### src/rtl/keypad_scan_controller.sv
`default_nettype none
// ============================================================================
// Module : keypad_scan_controller
// Brief  : 4x4 matrix keypad scanner with press and release debouncing.
// Rev    : 1.0 - initial release
// ============================================================================
module keypad_scan_controller #(
  parameter int SETTLE_CYCLES   = 48,
  parameter int DEBOUNCE_CYCLES = 960000
) (
  input  logic       clk,
  input  logic       reset,
  input  logic [3:0] rows_sync,
  output logic [3:0] cols,
  output logic [3:0] key_code,
  output logic       key_valid,
  output logic       key_held
);

  localparam int C_MAX_CYCLES = (SETTLE_CYCLES > DEBOUNCE_CYCLES) ? SETTLE_CYCLES : DEBOUNCE_CYCLES;
  localparam int C_CNT_W      = $clog2(C_MAX_CYCLES + 1);
  localparam logic [C_CNT_W-1:0] C_SETTLE_LAST   = C_CNT_W'(SETTLE_CYCLES - 1);
  localparam logic [C_CNT_W-1:0] C_DEBOUNCE_LAST = C_CNT_W'(DEBOUNCE_CYCLES - 1);
  localparam logic [C_CNT_W-1:0] C_CNT_ONE       = C_CNT_W'(1);

  typedef enum logic [1:0] {
    ST_SCAN       = 2'd0,
    ST_PRESS_DB   = 2'd1,
    ST_HELD       = 2'd2,
    ST_RELEASE_DB = 2'd3
  } state_t;

  state_t             r_state;
  logic [C_CNT_W-1:0] r_cnt;
  logic [1:0]         r_col;
  logic [1:0]         r_row;
  logic [3:0]         r_cols;
  logic [3:0]         r_key_code;
  logic               r_key_valid;
  logic               r_key_held;

  logic       w_row_low;
  logic       w_any_low;
  logic [1:0] w_low_row;

  assign w_row_low = ~rows_sync[r_row];
  assign w_any_low = ~&rows_sync;

  // Lowest-index closed row wins when several rows share the driven column.
  always_comb begin
    w_low_row = 2'd3;
    if (!rows_sync[2]) w_low_row = 2'd2;
    if (!rows_sync[1]) w_low_row = 2'd1;
    if (!rows_sync[0]) w_low_row = 2'd0;
  end

  function automatic logic [3:0] f_key_map(input logic [1:0] row, input logic [1:0] col);
    logic [3:0] v;
    case ({row, col})
      4'h0: v = 4'h1;  4'h1: v = 4'h2;  4'h2: v = 4'h3;  4'h3: v = 4'hA;
      4'h4: v = 4'h4;  4'h5: v = 4'h5;  4'h6: v = 4'h6;  4'h7: v = 4'hB;
      4'h8: v = 4'h7;  4'h9: v = 4'h8;  4'hA: v = 4'h9;  4'hB: v = 4'hC;
      4'hC: v = 4'hE;  4'hD: v = 4'h0;  4'hE: v = 4'hF;  4'hF: v = 4'hD;
    endcase
    return v;
  endfunction

  always_ff @(posedge clk or posedge reset) begin
    if (reset) begin
      r_state     <= ST_SCAN;
      r_cnt       <= '0;
      r_col       <= 2'd0;
      r_row       <= 2'd0;
      r_cols      <= 4'b1110;
      r_key_code  <= 4'h0;
      r_key_valid <= 1'b0;
      r_key_held  <= 1'b0;
    end else begin
      r_key_valid <= 1'b0;
      case (r_state)
        ST_SCAN: begin
          if (r_cnt == C_SETTLE_LAST) begin
            r_cnt <= '0;
            if (w_any_low) begin
              r_row   <= w_low_row;
              r_state <= ST_PRESS_DB;
            end else begin
              // Rotating the column word keeps exactly one low bit at all times.
              r_col  <= r_col + 2'd1;
              r_cols <= {r_cols[2:0], r_cols[3]};
            end
          end else begin
            r_cnt <= r_cnt + C_CNT_ONE;
          end
        end
        ST_PRESS_DB: begin
          if (!w_row_low) begin
            r_cnt   <= '0;
            r_col   <= r_col + 2'd1;
            r_cols  <= {r_cols[2:0], r_cols[3]};
            r_state <= ST_SCAN;
          end else if (r_cnt == C_DEBOUNCE_LAST) begin
            r_cnt       <= '0;
            r_key_code  <= f_key_map(r_row, r_col);
            r_key_valid <= 1'b1;
            r_key_held  <= 1'b1;
            r_state     <= ST_HELD;
          end else begin
            r_cnt <= r_cnt + C_CNT_ONE;
          end
        end
        ST_HELD: begin
          if (!w_row_low) begin
            r_cnt   <= '0;
            r_state <= ST_RELEASE_DB;
          end
        end
        ST_RELEASE_DB: begin
          if (w_row_low) begin
            r_state <= ST_HELD;
          end else if (r_cnt == C_DEBOUNCE_LAST) begin
            r_cnt      <= '0;
            r_key_held <= 1'b0;
            r_col      <= r_col + 2'd1;
            r_cols     <= {r_cols[2:0], r_cols[3]};
            r_state    <= ST_SCAN;
          end else begin
            r_cnt <= r_cnt + C_CNT_ONE;
          end
        end
        default: r_state <= ST_SCAN;
      endcase
    end
  end

  assign cols      = r_cols;
  assign key_code  = r_key_code;
  assign key_valid = r_key_valid;
  assign key_held  = r_key_held;

endmodule
`default_nettype wire

### config.mk
export PLATFORM = sky130hd
export DESIGN_NAME = keypad_scan_controller
export DESIGN_NICKNAME = d
export VERILOG_FILES = /design/src/rtl/keypad_scan_controller.sv
export SDC_FILE = /design/constraint.sdc
export NUM_CORES = 1
export LEC_CHECK = 0
export ABC_AREA = 1
export BUFFER_PORTS_ARGS = -buffer_cell sky130_fd_sc_hd__clkbuf_2
export CAP_MARGIN = 20
export CELL_PAD_IN_SITES_DETAIL_PLACEMENT = 0
export CELL_PAD_IN_SITES_GLOBAL_PLACEMENT = 1
export CORE_ASPECT_RATIO = 1.2
export CORE_MARGIN = 10
export CORE_UTILIZATION = 45
export CTS_CLUSTER_SIZE = 28
export DETAILED_ROUTE_END_ITERATION = 8
export GPL_TIMING_DRIVEN = 0
export PLACE_DENSITY = 0.8
export SYNTH_ARGS = -nofsm -noshare
export SYNTH_HDL_FRONTEND = slang
export SYNTH_SLANG_ARGS = --single-unit
### constraint.sdc
create_clock -name clk -period 1.9 [get_ports clk]
set_clock_uncertainty 0.05 [all_clocks]
set_input_delay 0.285 -clock clk [delete_from_list [all_inputs] [get_ports clk]]
set_output_delay 0.285 -clock clk [all_outputs]
set_load 0.005 [all_outputs]
**Word level (Yosys, flattened, before mapping)**

Memory sizes are Yosys's and may differ from the RTL's. A register that Yosys moved wholly into a read port is not among the register bits.
Index checks and enable logic that the tools add are counted.

- Register bits after elaboration: 32
- Memory bits (read-only): 64
- Input port bits: 6
- Output and inout port bits: 10
- Logic and storage cells: 78
- Memories: 1

- Add/subtract/negate cells: 2
- Order comparisons: 1
- Equality and inequality tests: 16
- Multiplexer cells: 39
- Bitwise gates (word level): 2
- Reductions and logical operators: 10

Memories:

| name | depth | width | rd ports | clocked after Yosys merged registers in | write ports | RTL line | text |
|---|---|---|---|---|---|---|---|
| (name not given) | 16 | 4 | 1 | 1 | 0 | 59 | `case ({row, col})` |

Operators with widths:

| operator | count |
|---|---|
| $mux 20 | 5 |
| $pmux 20 s4 | 1 |
| $mux 2 | 14 |
| $add 20x1->20 const B | 1 |
| $eq 20x20->1 const B | 1 |
| $eq 20x6->1 const B | 1 |
| $mux 4 | 5 |
| $ne 2x2->1 const B | 9 |
| $pmux 4 s3 | 1 |
| $reduce_and 5->1 | 2 |
| $mux 1 | 9 |
| $pmux 2 s4 | 1 |
| $ne 3x3->1 const B | 2 |
| $pmux 2 s3 | 1 |
| $reduce_and 3->1 | 2 |
| $reduce_and 6->1 | 1 |
| $eq 2x2->1 const B | 2 |
| $reduce_and 4->1 | 1 |
| $lt 2x3->1 const B | 1 |
| $reduce_bool 3->1 | 1 |
| $add 2x1->2 const B | 1 |
| $bmux 1 s2 | 1 |
| $eq 2x1->1 const B | 1 |
| $logic_not 2->1 | 1 |
| 4 further kinds | 5 |

**Longest topological paths before layout**

- Word-level depth: 4
- Mapped depth: 12
- Gate-level depth less buffers: 11

**Worst setup path after synthesis**

No wires, ideal clock.

- Path kind: reg2reg
- From: reg r_cnt[0]
- To: reg r_col[1]
- Setup time: 0.124 ns
- Arrival time: 1.385 ns
- Required time: 1.726 ns
- Setup slack: 0.342 ns
- Cell stages (with the launch flop): 10
- Buffers on the path: 1
- Clock period less this slack: 1.558 ns
- Cells stage by stage: dfrtp_1 ha_1 nand3_4 nor2_2 nand3_2 nand2_2 nand3_4 buf_6 nor2_2 a21oi_2

- Word-level cells in the longest chain between the ends: 3
- Elaborated cells on any way between the ends: 5
- Those cells by class: 4 x eq/ne; 1 x reduce/logical

RTL lines:

| element | RTL line | text |
|---|---|---|
| start: declaration | 34 | `logic [C_CNT_W-1:0] r_cnt;` |
| start signal: assignment | 93 | `r_cnt <= r_cnt + C_CNT_ONE;` |
| start signal: assignment | 109 | `r_cnt <= r_cnt + C_CNT_ONE;` |
| start signal: assignment | 128 | `r_cnt <= r_cnt + C_CNT_ONE;` |
| $eq 20x6->1 / $eq 20x20->1 (equally long branches) | 82, 121 |  |
| $ne 2x2->1 (no line) | n/a |  |
| $reduce_and 6->1 (no line) (*) | n/a |  |
| end signal: assignment | 89 | `r_col <= r_col + 2'd1;` |
| end signal: assignment | 99 | `r_col <= r_col + 2'd1;` |
| end signal: assignment | 124 | `r_col <= r_col + 2'd1;` |
| end: declaration | 35 | `logic [1:0] r_col;` |

Mark *: on every way between the ends. The rest lies on a longest branch, timed or not.
A chain may end at the register's enable or synchronous reset.

**Worst setup path in the final report**

- From: reg r_cnt[0]
- To: reg r_cnt[12]

- Word-level cells in the longest chain between the ends: 4
- Elaborated cells on any way between the ends: 8
- Those cells by class: 1 x add/sub; 2 x eq/ne; 5 x mux

RTL lines:

| element | RTL line | text |
|---|---|---|
| $add 20x1->20 / $eq 20x20->1 (equally long branches) | n/a |  |
| $mux 20 | 102, 121 |  |
| $mux 20 (on tied branches) | 119, 97 |  |
| $pmux 20 s4 (*) | 80 | `case (r_state)` |

Mark *: on every way between the ends. The rest lies on a longest branch, timed or not. The select of a mux whose other input is x is not followed.

==> metrics.txt <==
status=finished, final reports clean; TritonCTS clock tree=yes; Achievable Freq=562 MHz; Final Setup Violations=0; largest stage delay on the critical path=390 ps; Die ar.=8640 µm²; final RePlAce weighted congestion=~0.83; largest family of logic cells by synthesized area=simple AND/OR/NAND/NOR gates; pin count of the biggest net entering global routing=37; Max VDD drop=approximately 0.00047 V; max_cap viols=0; area growth from synthesis to layout=11.0%; Final Max Slew Viols=0; core area=5230 µm²; port bufs=15; initial core utilization=0.458; Post-synth EDFFs=0; post-cts resize count=0; clock sinks=36; 1st-iter DRT viols=~90; final instance area=between 2000 and 3000 µm²; Row Count=29; DP HPWL=a little under 4000 µm; RR Startpoint=r_cnt[0]$_DFFE_PP0P_; Static Leak=1.36 nW; Post-Synthesis Cells=308; post-place instance area=2540 µm²; layout cell share with drive strength beyond 1=0.248; post-CTS setup buffer count=0; Setup CP Type=register to register; CP max stage cell=dfrtp_1; fillcell total=558; worst relative slew slack=0.485; clock tree root buffer cell=clkbuf_8; number of synthesized register bits=36; initial antenna violation count=0; R2R Setup Slk=120 ps; class of the worst hold path=input port to asynchronous set/reset pin; Die X=86.6 µm; vias in the first global route=between 2000 and 2500; worst path required time=about 2000 ps; worst-path cell chain=ha_1 -> nand3_4 -> nor2_2 -> nand3_2 -> nand2_2 -> nand3_4 -> inv_4 -> nor2_1; maximum fanout along the worst path=9; ys flop type=dfrtp_1; GRT Resource Usage Total=0.124; via count=2003; multi-input logic area=1260 µm²; FF+latch area=905 µm²; syn nets=319; crit path from=r_cnt[0]$_DFFE_PP0P_; first-pass GRT wire length=about 9000 µm; xor-xnor portion of the synthesized cell area=0.0110; RSZ-0062 raised after global routing=no; Clk Latency, worst-skew pair=a little under 300 ps; Synth warnings=0; Final min period=around 1800 ps; crit start category=register; post-synthesis simple-gate area fraction=0.395; Post-synth ARST share=1.00; final hold violations=0; Syn Area/Cell=7.77 µm²; Crit Reg-Reg Endpoint=r_cnt[12]$_DFFE_PP0P_; hold-fix buffer count after cts=0; compound-cell area share of the yosys netlist=0.0941; Worst-path clk slew=80 ps; DR pass1 iterations=4; post-synthesis mux area share=0; io pins=16; Post-Synth Adder-Cell Area=0.0262; Least-Margin Pin Slew=771 ps; power density cells=1050 nW/µm²; drt total wl=roughly 5000 µm; residual DRC count=0; Antenna Nets Post-Route=0; Fin Setup TNS=0 ps; Synth Cell Area=2390 µm²; CTS buffer count=5; CP endpoint kind=register; Unique masters post-synth=40; H-Tree Depth=2; routed len/inst=12.8 µm; vias per cell=around 5.1; CTS max path bufs=2; CP Data Arrival Time=1910 ps; reg2reg path depth=8; Tcrit/Tclk final=0.937; # diodes=0; register area share after synthesis=0.378; GR Overflow Total=0; cell repeated most along the worst path=nand3_4; layout net count=341; Die Height=99.9 µm
-- sequential cells by signal, summed over array words and instances, names as in the netlist, named ones only --
name	flops
r_cnt	20
key_code	4
r_col	2
r_row	2
r_state	1
cols	4
key_held	1
key_valid	1
-- cells in the mapped netlist (4+ instances only) --
library cell   n  area share
dfrtp_1       33        0.35
nand3_4        4       0.029
nor2_1        37       0.058
a21oi_1        8       0.017
inv_1         37       0.058
o21ai_1        7       0.015
nand4_1        9       0.024
nand2_2        4       0.010
o21ai_0        8       0.017
nor2_2        11       0.029
buf_6          4       0.019
inv_2          6      0.0094
ha_1           5       0.026
nand3_2        4       0.017
nand3_1       21       0.044
nand2_1       69        0.11
nand2_4        6       0.028
-- worst max-delay path by stage --
stage | end | slack (ps) | depth (start not counted)
CTS | r_cnt[12]$_DFFE_PP0P_ | 90 | 8
floorplan | r_col[1]$_DFFE_PP0P_ | 340 | 9
finish | r_cnt[12]$_DFFE_PP0P_ | 120 | 8
global route | r_cnt[16]$_DFFE_PP0P_ | 7 | 8
detailed placement | r_cnt[19]$_DFFE_PP0P_ | 110 | 8
global placement | r_cnt[4]$_DFFE_PP0P_ | 130 | 8
-- report_power, final --
group | total (W) | internal, W | leakage [nW] | switching (W)
Combinational | 0.00109 | 0.000387 | 0.827 | 0.000703
Clock | 0.000683 | 0.000388 | 0.0541 | 0.000294
Sequential | 0.00102 | 0.000910 | 0.475 | 0.000110
Total | 0.00279 | 0.00169 | 1.36 | 0.00111
-- area by class of cell --
cell class / instances / area share
clock buffer: 5 / 0.0259
tap: 62 / 0.0292
buffer: 5 / 0.0188
clock inverter: 3 / 0.0160
multi-input combinational: 221 / 0.474
timing repair buffer: 15 / 0.0283
sequential: 36 / 0.341
inverter: 46 / 0.0674
-- metal layers --
layer | wire, µm | track usage | part of all wire
met2 | 2560 | 0.211 | 0.51
met5 | 0 | 0 | 0
met4 | 95 | 0.0499 | 0.019
met3 | 216 | 0.0340 | 0.043
met1 | 2170 | 0.144 | 0.43
-- logic make-up after synthesis --
family          Yosys count
compound gates           37
xor+xnor                  3
buf+inv                  51
flops                    36
fa+ha+maj                 5
simple gates            176
-- cells in the final DEF (no fill, tap or decap), types with 2 or more instances in the layout --
master	instances
nand2_1	69
nor2_1	37
inv_1	36
dfrtp_1	33
nand3_1	21
clkbuf_2	15
nor2_2	11
nand4_1	9
o21ai_0	8
a21oi_1	8
inv_2	7
o21ai_1	7
nand2_4	6
ha_1	5
clkbuf_8	5
buf_6	4
nand3_2	4
nand3_4	4
nand2_2	4
o22ai_1	3
o21ai_2	3
a21oi_2	3
dfstp_2	3
inv_4	2
nor2_4	2
xor2_1	2
clkinv_2	2
nor3_1	2
-- per-stage QoR --
| stage | util | worst slack, ps | power, W | std cells | hold WS [ps] |
|---|---|---|---|---|---|
| 2_1_floorplan | - | 342 | 0.00188 | 308 | 387 |
| 3_3_place_gp | 0.487 | 128 | 0.00213 | 385 | 424 |
| 3_5_place_dp | 0.487 | 106 | 0.00215 | 385 | 411 |
| 4_1_cts | 0.508 | 88.8 | 0.00285 | 393 | 93.8 |
| 5_1_grt | 0.508 | 7.25 | 0.00301 | 393 | 126 |
| 6_report | 0.508 | 119 | 0.00279 | 393 | 62.9 |
-- worst max-delay path, delay by kind of cell (launching register included) --
family,cells,cell delay [ps]
fa+ha+maj,1,260
buf+inv,1,150
flops,1,390
simple gates,6,810
Power figures use the tool's default switching activity.
